## src/rtl/fft_pkg.sv

```systemverilog
// Shared constants, state encoding and tag payload for the FFT frame sequencer.
package fft_pkg;

  localparam int unsigned FFT_N        = 8;
  localparam int unsigned FFT_CBW      = 3;
  localparam int unsigned CORE_LAT_DEF = 6;

  localparam logic [1:0] ST_IDLE_ENC  = 2'd0;
  localparam logic [1:0] ST_CLEAR_ENC = 2'd1;
  localparam logic [1:0] ST_RUN_ENC   = 2'd2;

  typedef enum logic [1:0] {
    ST_IDLE  = ST_IDLE_ENC,
    ST_CLEAR = ST_CLEAR_ENC,
    ST_RUN   = ST_RUN_ENC
  } fft_state_e;

  // One delay-line slot: marks a core input cycle and its in-frame position.
  typedef struct packed {
    logic               vld;
    logic [FFT_CBW-1:0] pos;
  } fft_tag_t;

  // True for the final position of a frame.
  function automatic logic is_last_pos(input logic [FFT_CBW-1:0] p);
    return p == FFT_CBW'(FFT_N - 1);
  endfunction

endpackage

```

## src/rtl/fft_frame_fifo.sv

```systemverilog
// Circular sample buffer with occupancy count; read data is the current head.
module fft_frame_fifo #(
  parameter int unsigned DBW   = 8,
  parameter int unsigned DEPTH = 16
) (
  input  logic                           clk,
  input  logic                           rstx,
  input  logic                           i_push,
  input  logic [DBW-1:0]                 i_wdata,
  input  logic                           i_pop,
  output logic [DBW-1:0]                 o_rdata_c,
  output logic [$clog2(DEPTH+1)-1:0]     o_count,
  output logic                           o_full_c
);

  localparam int unsigned AW = (DEPTH > 1) ? $clog2(DEPTH) : 1;
  localparam int unsigned CW = $clog2(DEPTH + 1);

  logic [DBW-1:0] r_mem [DEPTH];
  logic [AW-1:0]  r_wr_ptr;
  logic [AW-1:0]  r_rd_ptr;
  logic [CW-1:0]  r_count;
  logic           w_wr;
  logic           w_rd;

  // Pointer advance with wrap for non power-of-two depths.
  function automatic logic [AW-1:0] ptr_inc(input logic [AW-1:0] p);
    return (p == AW'(DEPTH - 1)) ? '0 : p + AW'(1);
  endfunction

  assign o_full_c  = (r_count == CW'(DEPTH));
  assign w_rd      = i_pop && (r_count != '0);
  // A write at full is accepted only when a read frees the slot in the same cycle.
  assign w_wr      = i_push && (!o_full_c || w_rd);
  assign o_rdata_c = r_mem[r_rd_ptr];
  assign o_count   = r_count;

  // Storage array, no reset needed on data.
  always_ff @(posedge clk) begin
    if (w_wr) begin
      r_mem[r_wr_ptr] <= i_wdata;
    end
  end

  // Pointers and occupancy.
  always_ff @(posedge clk) begin
    if (rstx) begin
      r_wr_ptr <= '0;
      r_rd_ptr <= '0;
      r_count  <= '0;
    end else begin
      if (w_wr) r_wr_ptr <= ptr_inc(r_wr_ptr);
      if (w_rd) r_rd_ptr <= ptr_inc(r_rd_ptr);
      unique case ({w_wr, w_rd})
        2'b10:   r_count <= r_count + CW'(1);
        2'b01:   r_count <= r_count - CW'(1);
        default: r_count <= r_count;
      endcase
    end
  end

endmodule

```

## src/rtl/fft_frame_ctrl.sv

```systemverilog
// Frame sequencer for fft_3_8: buffers samples, issues whole frames, tags outputs.
module fft_frame_ctrl
  import fft_pkg::*;
#(
  parameter int unsigned DBW      = 8,
  parameter int unsigned CBW      = FFT_CBW,
  parameter int unsigned FRAMES   = 2,
  parameter int unsigned CORE_LAT = CORE_LAT_DEF
) (
  input  logic             clk,
  input  logic             rstx,
  input  logic             s_valid,
  output logic             s_ready,
  input  logic [DBW-1:0]   s_data,
  output logic             core_clear,
  output logic [DBW-1:0]   core_din,
  input  logic [2*DBW-1:0] core_dout,
  output logic             m_valid,
  output logic             m_first,
  output logic             m_last,
  output logic [CBW-1:0]   m_idx,
  output logic [2*DBW-1:0] m_data,
  output logic             busy,
  output logic [15:0]      frame_cnt
);

  localparam int unsigned DEPTH = FRAMES * FFT_N;
  localparam int unsigned CW    = $clog2(DEPTH + 1);

  logic             w_push;
  logic             w_pop;
  logic             w_full;
  logic [DBW-1:0]   w_rdata;
  logic [CW-1:0]    w_count;
  logic [CW:0]      w_cnt_after_run;

  fft_state_e       r_state;
  fft_state_e       w_state_nxt;
  logic [CBW-1:0]   r_pos;
  logic [CBW-1:0]   w_pos_nxt;

  logic             r_core_clear;
  logic [DBW-1:0]   r_core_din;
  fft_tag_t         r_in_tag;
  fft_tag_t         r_dl [CORE_LAT];
  fft_tag_t         w_tail;
  logic             w_dl_any;

  logic             r_m_valid;
  logic             r_m_first;
  logic             r_m_last;
  logic [CBW-1:0]   r_m_idx;
  logic [2*DBW-1:0] r_m_data;
  logic [15:0]      r_frame_cnt;

  assign s_ready = !w_full;
  assign w_push  = s_valid && !w_full;

  fft_frame_fifo #(
    .DBW   (DBW),
    .DEPTH (DEPTH)
  ) u_fifo (
    .clk       (clk),
    .rstx      (rstx),
    .i_push    (w_push),
    .i_wdata   (s_data),
    .i_pop     (w_pop),
    .o_rdata_c (w_rdata),
    .o_count   (w_count),
    .o_full_c  (w_full)
  );

  // Occupancy after a RUN cycle, which always pops exactly one sample.
  assign w_cnt_after_run = (CW+1)'(w_count) + (CW+1)'(w_push) - (CW+1)'(1);

  // State and position registers.
  always_ff @(posedge clk) begin
    if (rstx) begin
      r_state <= ST_IDLE;
      r_pos   <= '0;
    end else begin
      r_state <= w_state_nxt;
      r_pos   <= w_pos_nxt;
    end
  end

  // Next-state: start only on a full frame, chain frames while one is buffered.
  always_comb begin
    w_state_nxt = r_state;
    w_pos_nxt   = r_pos;
    w_pop       = 1'b0;
    unique case (r_state)
      ST_IDLE: begin
        if (w_count >= CW'(FFT_N)) w_state_nxt = ST_CLEAR;
      end
      ST_CLEAR: begin
        w_state_nxt = ST_RUN;
        w_pos_nxt   = '0;
      end
      ST_RUN: begin
        w_pop     = 1'b1;
        w_pos_nxt = r_pos + CBW'(1);
        if ((r_pos == CBW'(FFT_N - 1)) && (w_cnt_after_run < (CW+1)'(FFT_N))) begin
          w_state_nxt = ST_IDLE;
        end
      end
      default: begin
        w_state_nxt = ST_IDLE;
        w_pos_nxt   = '0;
      end
    endcase
  end

  // Core drive: clear lands one cycle ahead of the pos 0 sample.
  always_ff @(posedge clk) begin
    if (rstx) begin
      r_core_clear <= 1'b0;
      r_core_din   <= '0;
      r_in_tag     <= '0;
    end else begin
      r_core_clear <= (r_state == ST_CLEAR);
      r_core_din   <= w_pop ? w_rdata : '0;
      r_in_tag     <= (r_state == ST_RUN) ? fft_tag_t'({1'b1, FFT_CBW'(r_pos)}) : '0;
    end
  end

  // Tag delay line matching the core latency.
  always_ff @(posedge clk) begin
    if (rstx) begin
      for (int i = 0; i < int'(CORE_LAT); i++) r_dl[i] <= '0;
    end else begin
      r_dl[0] <= r_in_tag;
      for (int i = 1; i < int'(CORE_LAT); i++) r_dl[i] <= r_dl[i-1];
    end
  end

  assign w_tail = r_dl[CORE_LAT-1];

  // Any bin still travelling through the core.
  always_comb begin
    w_dl_any = r_in_tag.vld;
    for (int i = 0; i < int'(CORE_LAT); i++) w_dl_any = w_dl_any | r_dl[i].vld;
  end

  // Output stage: tag and core result registered together.
  always_ff @(posedge clk) begin
    if (rstx) begin
      r_m_valid   <= 1'b0;
      r_m_first   <= 1'b0;
      r_m_last    <= 1'b0;
      r_m_idx     <= '0;
      r_m_data    <= '0;
      r_frame_cnt <= '0;
    end else begin
      r_m_valid   <= w_tail.vld;
      r_m_first   <= w_tail.vld && (w_tail.pos == '0);
      r_m_last    <= w_tail.vld && is_last_pos(w_tail.pos);
      r_m_idx     <= w_tail.vld ? CBW'(w_tail.pos) : '0;
      r_m_data    <= w_tail.vld ? core_dout : '0;
      r_frame_cnt <= r_frame_cnt + 16'(r_m_valid && r_m_last);
    end
  end

  assign core_clear = r_core_clear;
  assign core_din   = r_core_din;
  assign m_valid    = r_m_valid;
  assign m_first    = r_m_first;
  assign m_last     = r_m_last;
  assign m_idx      = r_m_idx;
  assign m_data     = r_m_data;
  assign frame_cnt  = r_frame_cnt;
  assign busy       = (r_state != ST_IDLE) || w_dl_any || r_m_valid;

endmodule

```

## config.mk

```make
export PLATFORM = sky130hd
export DESIGN_NAME = fft_frame_ctrl
export DESIGN_NICKNAME = d
export VERILOG_FILES = /design/src/rtl/fft_pkg.sv /design/src/rtl/fft_frame_fifo.sv /design/src/rtl/fft_frame_ctrl.sv
export SDC_FILE = /design/constraint.sdc
export NUM_CORES = 1
export LEC_CHECK = 0
export CORE_MARGIN = 2
export CORE_UTILIZATION = 28
export DETAILED_ROUTE_END_ITERATION = 7
export PLACE_DENSITY = 0.57
export SLEW_MARGIN = 20
export SYNTH_ARGS = -nofsm -noshare
export SYNTH_HDL_FRONTEND = slang
export SYNTH_HIERARCHICAL = 1
export SYNTH_SLANG_ARGS = --single-unit
```

## constraint.sdc

```tcl
create_clock -name clk -period 5.62 [get_ports clk]
set_clock_uncertainty 0.2 [all_clocks]
set_input_delay 1.124 -clock clk [delete_from_list [all_inputs] [get_ports clk]]
set_output_delay 1.124 -clock clk [all_outputs]
set_load 0.005 [all_outputs]
```

Word-level counts from Yosys, hierarchy flattened
Memories as Yosys holds them, arrays and structs flattened. A register that Yosys moved wholly into a read port is not among the register bits. Index checks and enable logic that the tools add are counted.

Add/sub/neg operators: 8. Magnitude comparators: 2. Equal/unequal tests: 11. Multiplexer cells: 20. Bitwise logic cells: 15. Reduce and logical (&&, ||, !) cells: 20.

Operators by type and width (count): $mux W4 (9); $add A16 B1 Y16 (1); $or A1 B1 Y1 (12); $pmux W5 S2 (1); $add A4 B1 Y4 const B (2); $eq A4 B4 Y1 const B (2); $logic_and A1 B1 Y1 (7); $add A5 B1 Y6 (1); $eq A3 B3 Y1 const B (2); $lt A6 B4 Y1 const B (1); $mux W1 (6); $pmux W2 S3 (1); $pmux W3 S2 (1); $reduce_or A2 Y1 (3); $sub A6 B1 Y6 const B (1); $add A5 B1 Y5 const B (1); $eq A5 B5 Y1 const B (1); $ge A5 B4 Y1 const B (1); $reduce_bool A5 Y1 (1); $sub A5 B1 Y5 const B (1); $eq A2 B1 Y1 const B (2); $eq A2 B2 Y1 const B (2); $mux W2 (2); $ne A2 B2 Y1 const B (2); other kinds (8) (13).

Flip-flop bits (word level): 61. Memory bits (writable): 152. Bits of input ports: 27. Output and inout port bits: 49. Memories kept: 2.

Memories: u_fifo.r_mem (depth 16, width 8, read ports 1, clocked after Yosys merged registers in 1, wr ports 1, RTL line fft_frame_fifo.sv:19) `logic [DBW-1:0] r_mem [DEPTH];`; r_dl (depth 6, width 4, read ports 6, clocked after Yosys merged registers in 0, wr ports 6, RTL line fft_frame_ctrl.sv:45) `fft_tag_t r_dl [CORE_LAT];`.

Longest topological paths before layout
Depth after elaboration: 9. Mapped depth: 12.

By module
Netlist, hierarchy kept.

By module, submodules not included: fft_frame_fifo (instances 1, cells an instance 333, area an instance 5874.4 um2); fft_frame_ctrl (instances 1, cells an instance 231, area an instance 2532.4 um2).

Least setup slack after synthesis
No wires, ideal clock.

Kind: input to register. Start point: input s_valid. End point: register u_fifo.r_count[4] (netlist: u_fifo/o_count[4]). Arrival: 2.855 ns. Required time: 5.286 ns. Path slack: 2.431 ns. Stages on the path: 8. Cells stage by stage: nor2b_1 -> nor2b_1 -> o21ai_4 -> fa_1 -> nand2b_1 -> o2bb2ai_1 -> and3_1 -> or4_1.

Word-level cells in the longest chain between the ends: 4. Elaborated cells between the ends (all ways): 6. Classes of those cells: eq/ne: 2; mux: 1; reduce/logical: 3.

RTL lines: start: declaration (RTL line fft_frame_ctrl.sv:12) `input logic s_valid,`; $logic_and A1 B1 Y1 * (RTL line fft_frame_ctrl.sv:57) `assign w_push = s_valid && !w_full;`; $logic_and A1 B1 Y1 * (RTL line fft_frame_fifo.sv:34) `assign w_wr = i_push && (!o_full_c || w_rd);`; $eq A2 B1 Y1 / $eq A2 B2 Y1 (equally long branches) (RTL line fft_frame_fifo.sv:54) `unique case ({w_wr, w_rd})`; $pmux W5 S2 / $reduce_bool A2 Y1 (equally long branches); end signal: assignment (RTL line fft_frame_fifo.sv:55) `2'b10: r_count <= r_count + CW'(1);`; end signal: assignment (RTL line fft_frame_fifo.sv:56) `2'b01: r_count <= r_count - CW'(1);`; end signal: assignment (RTL line fft_frame_fifo.sv:57) `default: r_count <= r_count;`; end: declaration (RTL line fft_frame_fifo.sv:22) `logic [CW-1:0] r_count;`.

Mark *: on every way between the ends. The rest lies on a longest branch, timed or not. A chain may end at the register's enable or synchronous reset.

Worst setup path after layout
Start point: register u_fifo.r_count[0] (netlist: u_fifo/o_count[0]). End point: output s_ready.

Word-level cells in the longest chain between the ends: 2.

RTL lines: $eq A5 B5 Y1 (RTL line fft_frame_fifo.sv:31) `assign o_full_c = (r_count == CW'(DEPTH));`; named net w_full (RTL line fft_frame_ctrl.sv:32) `logic w_full;`; $logic_not A1 Y1 (RTL line fft_frame_ctrl.sv:56) `assign s_ready = !w_full;`; end: declaration (RTL line fft_frame_ctrl.sv:13) `output logic s_ready,`.

The timed path passes the listed nets, and every way through them passes these cells.

==> results.md <==
* HPWL after DPL at 10.7 mm
* Routability congestion estimate at 0.753
* Die Span Y at 177 um
* Rows at 63
* Non-Filler Instances at 1053
* Final wirelength at 16.6 mm
* Hold path start: r_dl[5][2]$_SDFF_PP0_
* Fraction of layout cells with a size suffix above 1 at 0.133
* Worst r2r src: u_fifo/o_count[0]$_SDFFE_PP0P_
* Crit. End Element: output pin
* Yosys reg bits at 225
* Initial DRC Count at 266
* DP Cell Count at 1012
* HP Class: flip-flop to flip-flop
* Fillers at 2910
* Clock sink count at between 200 and 250
* Clk slew on worst S/H paths at ~60 ps
* Skew-Pair Late Insertion Delay at 510 ps
* Met2 wire len at around 8 mm
* Detailed Routing Iterations Pass 1 at 4
* Setup crit start: u_fifo/o_count[0]$_SDFFE_PP0P_
* Largest net degree at the start of global routing at 53
* Final TNS setup at 0 ps
* Die Span X at 177 um
* Nets@finish at 687
* Slew margin rel. at 0.420
* IO Count at 76
* Place WS at 1780 ps
* Vias at 4642
* EDFF count, synth at 128
* Via-to-Cell Ratio at around 4.4
* Worst setup path class: flip-flop to output pin
* H-tree Lvls at 1
* Syn Inst Count at 564
* Vias in the first global route at between 4000 and 5000
* Post-CTS Resized at 0
* Core ar. at 0.0296 mm^2
* DRC viols at 0
* Syn nets at 604
* Worst setup SP type: flip-flop
* Total congestion overflow at 0
* Post-synthesis cell type count at 49
* Max clock buf depth at 3
* Max Slew Vio Count at 0
* Worst EP required at 4300 ps
* Post-synth top flop: edfxtp_1
* Drt wl/cell at 15.8 um
* Syn_area_per_cell at 14.9 um^2
* CTS Hold Buffers Added at 0
* Min cycle time layout at 3640 ps
* Status: finished clean
* Top sig layer: met4
* Tcrit/Tclk final at 0.648
* Met3 wire length at 969 um
* WL met1 at 7.25 mm
* Final count of negative-setup-slack endpoints at 0
* Worst setup margin at ~2000 ps
* PwrDens at 326 mW/mm^2
* CTS tree: done
* TritonCTS buffer count at 23
* Unrepaired setup endpoints after global routing: no
* Full die area at 0.0314 mm^2
* Clock Root Buffer: clkbuf_16
* Post-route ant nets at 0
* Max VDD drop at between 150 and 200 uV
* GRT Resource Usage Total at 0.107
* Final Hold Fails at 0
* Layout area overhead at 23.1%
* LEAKAGE at 3.47 nW
* Synth Warn # at 6
* Buffers added on ports at 75
* ANT cells at 0
* Fmax at 275 MHz
* Max FO, Critical Path at 10
* Worst-Margin Slew at ~870 ps
* Initial Util at 0.284
* Arrival @ worst endpoint at ~2300 ps
* Mapped cell area at 0.00841 mm^2
* Seq/Total Area, Yosys at 0.688
* Ys async rst share at 0
* Initial antenna violation count at 0
* Max Cap Viol at 0
* Setup Buffers After CTS at 0
* First-pass GRT wire length at approximately 26 mm
cells by family after synthesis:
kind of cell / share of synthesized area
compound gates: 0.0424
mux: 0.0942
simple gates: 0.120
flops: 0.688
xor+xnor: 0.0167
fa+ha+maj: 0.0202
buf+inv: 0.0182
routing by layer:
metal / global-route usage / vias up
met4: 0.0321 / 0
met3: 0.0221 / 23
met1: 0.135 / 2256
li1: - / 2257
met5: 0 / -
met2: 0.186 / 106
Yosys cell counts, types with 2 or more instances:
| cell | number | area, um^2 |
|---|---|---|
| a21oi_1 | 12 | 60.1 |
| a22oi_1 | 16 | 120 |
| a311o_1 | 2 | 20.0 |
| and2_1 | 32 | 200 |
| and3_1 | 4 | 25.0 |
| buf_1 | 4 | 15.0 |
| buf_2 | 5 | 25.0 |
| clkbuf_1 | 16 | 60.1 |
| dfxtp_1 | 97 | 1940 |
| edfxtp_1 | 128 | 3840 |
| ha_1 | 12 | 150 |
| inv_1 | 10 | 37.5 |
| mux2i_1 | 6 | 60.1 |
| mux4_2 | 32 | 721 |
| nand2_1 | 21 | 78.8 |
| nand2b_1 | 2 | 12.5 |
| nand3_1 | 10 | 50.1 |
| nand4_1 | 7 | 43.8 |
| nor2_1 | 32 | 120 |
| nor2b_1 | 40 | 250 |
| nor3_1 | 10 | 50.1 |
| nor3b_1 | 4 | 30.0 |
| nor4_1 | 6 | 37.5 |
| o211ai_1 | 3 | 22.5 |
| o21ai_0 | 9 | 45.0 |
| or3_1 | 4 | 25.0 |
| or4_1 | 4 | 30.0 |
| xnor2_1 | 10 | 87.6 |
| xor2_1 | 6 | 52.6 |
worst max-delay path, cell delays in order (launching register included):
cell	delay (ps)
dfxtp_1	360
or4_1	740
nor2_1	210
inv_1	50
clkdlybuf4s50_1	450
through the flow:
stage | total power [mW] | utilization | hold WS (ps) | cell area, um^2
floorplan | 1.89 | - | 189 | 8410
global placement | 1.94 | 0.324 | 210 | 9600
detailed placement | 1.94 | 0.324 | 209 | 9600
CTS | 3.43 | 0.349 | 220 | 10300
global route | 3.51 | 0.349 | 240 | 10300
finish | 3.38 | 0.349 | 213 | 10300
cell usage in the layout (no fill, tap or decap), types with 3 or more instances in the layout:
master,Yosys,routed
ha_1,12,12
nor3_1,10,9
clkdlybuf4s50_1,0,74
a21oi_1,12,12
clkbuf_16,0,23
clkbuf_1,16,5
clkbuf_8,0,9
and3_1,4,4
a22oi_1,16,16
nand3_1,10,10
nand2_1,21,21
and2_1,32,32
nor3b_1,4,4
mux4_2,32,32
dfxtp_1,97,96
buf_4,0,9
nor4_1,6,6
inv_1,10,10
or4_1,4,4
nor2b_1,40,40
edfxtp_1,128,128
or3_1,4,4
nor2_1,32,32
xor2_1,6,6
xnor2_1,10,10
o211ai_1,3,3
o21ai_0,9,9
mux2i_1,6,6
nand4_1,7,7
report_power, final:
group / leakage, nW / switching (mW) / internal [mW]
sequential: 1.94 / 0.0122 / 1.76
clock: 0.367 / 0.601 / 0.873
combinational: 1.16 / 0.0803 / 0.0528
layout make-up:
type	count	area (um^2)	share of cell area
Tap cell	390	488	0.0472
Timing Repair Buffer	84	813	0.0786
Clock inverter	4	27.5	0.00266
Multi-Input combinational cell	302	2470	0.239
Inverter	11	41.3	0.00399
Sequential cell	225	5790	0.559
Clock buffer	37	718	0.0694
final timing paths:
check	end	slack (ps)	cells past startpoint
min reg2reg	m_first$_SDFF_PP0_	210	1
max	s_ready	1980	4
max reg2reg	u_fifo/o_count[4]$_SDFFE_PP0P_	2070	11
min	m_first$_SDFF_PP0_	210	1
flip-flops by register name, summed over array words and instances (netlist names), 2 cells and up, named ones only:
name and count:
u_fifo/o_count 5, u_fifo/r_rd_ptr 4, r_pos 3, r_dl 24, r_state 2, core_din 8, m_data 16, r_in_tag 4
m_idx 3, u_fifo/r_wr_ptr 4, frame_cnt 16, u_fifo/r_mem 128
(Power assumes the default switching activity.)
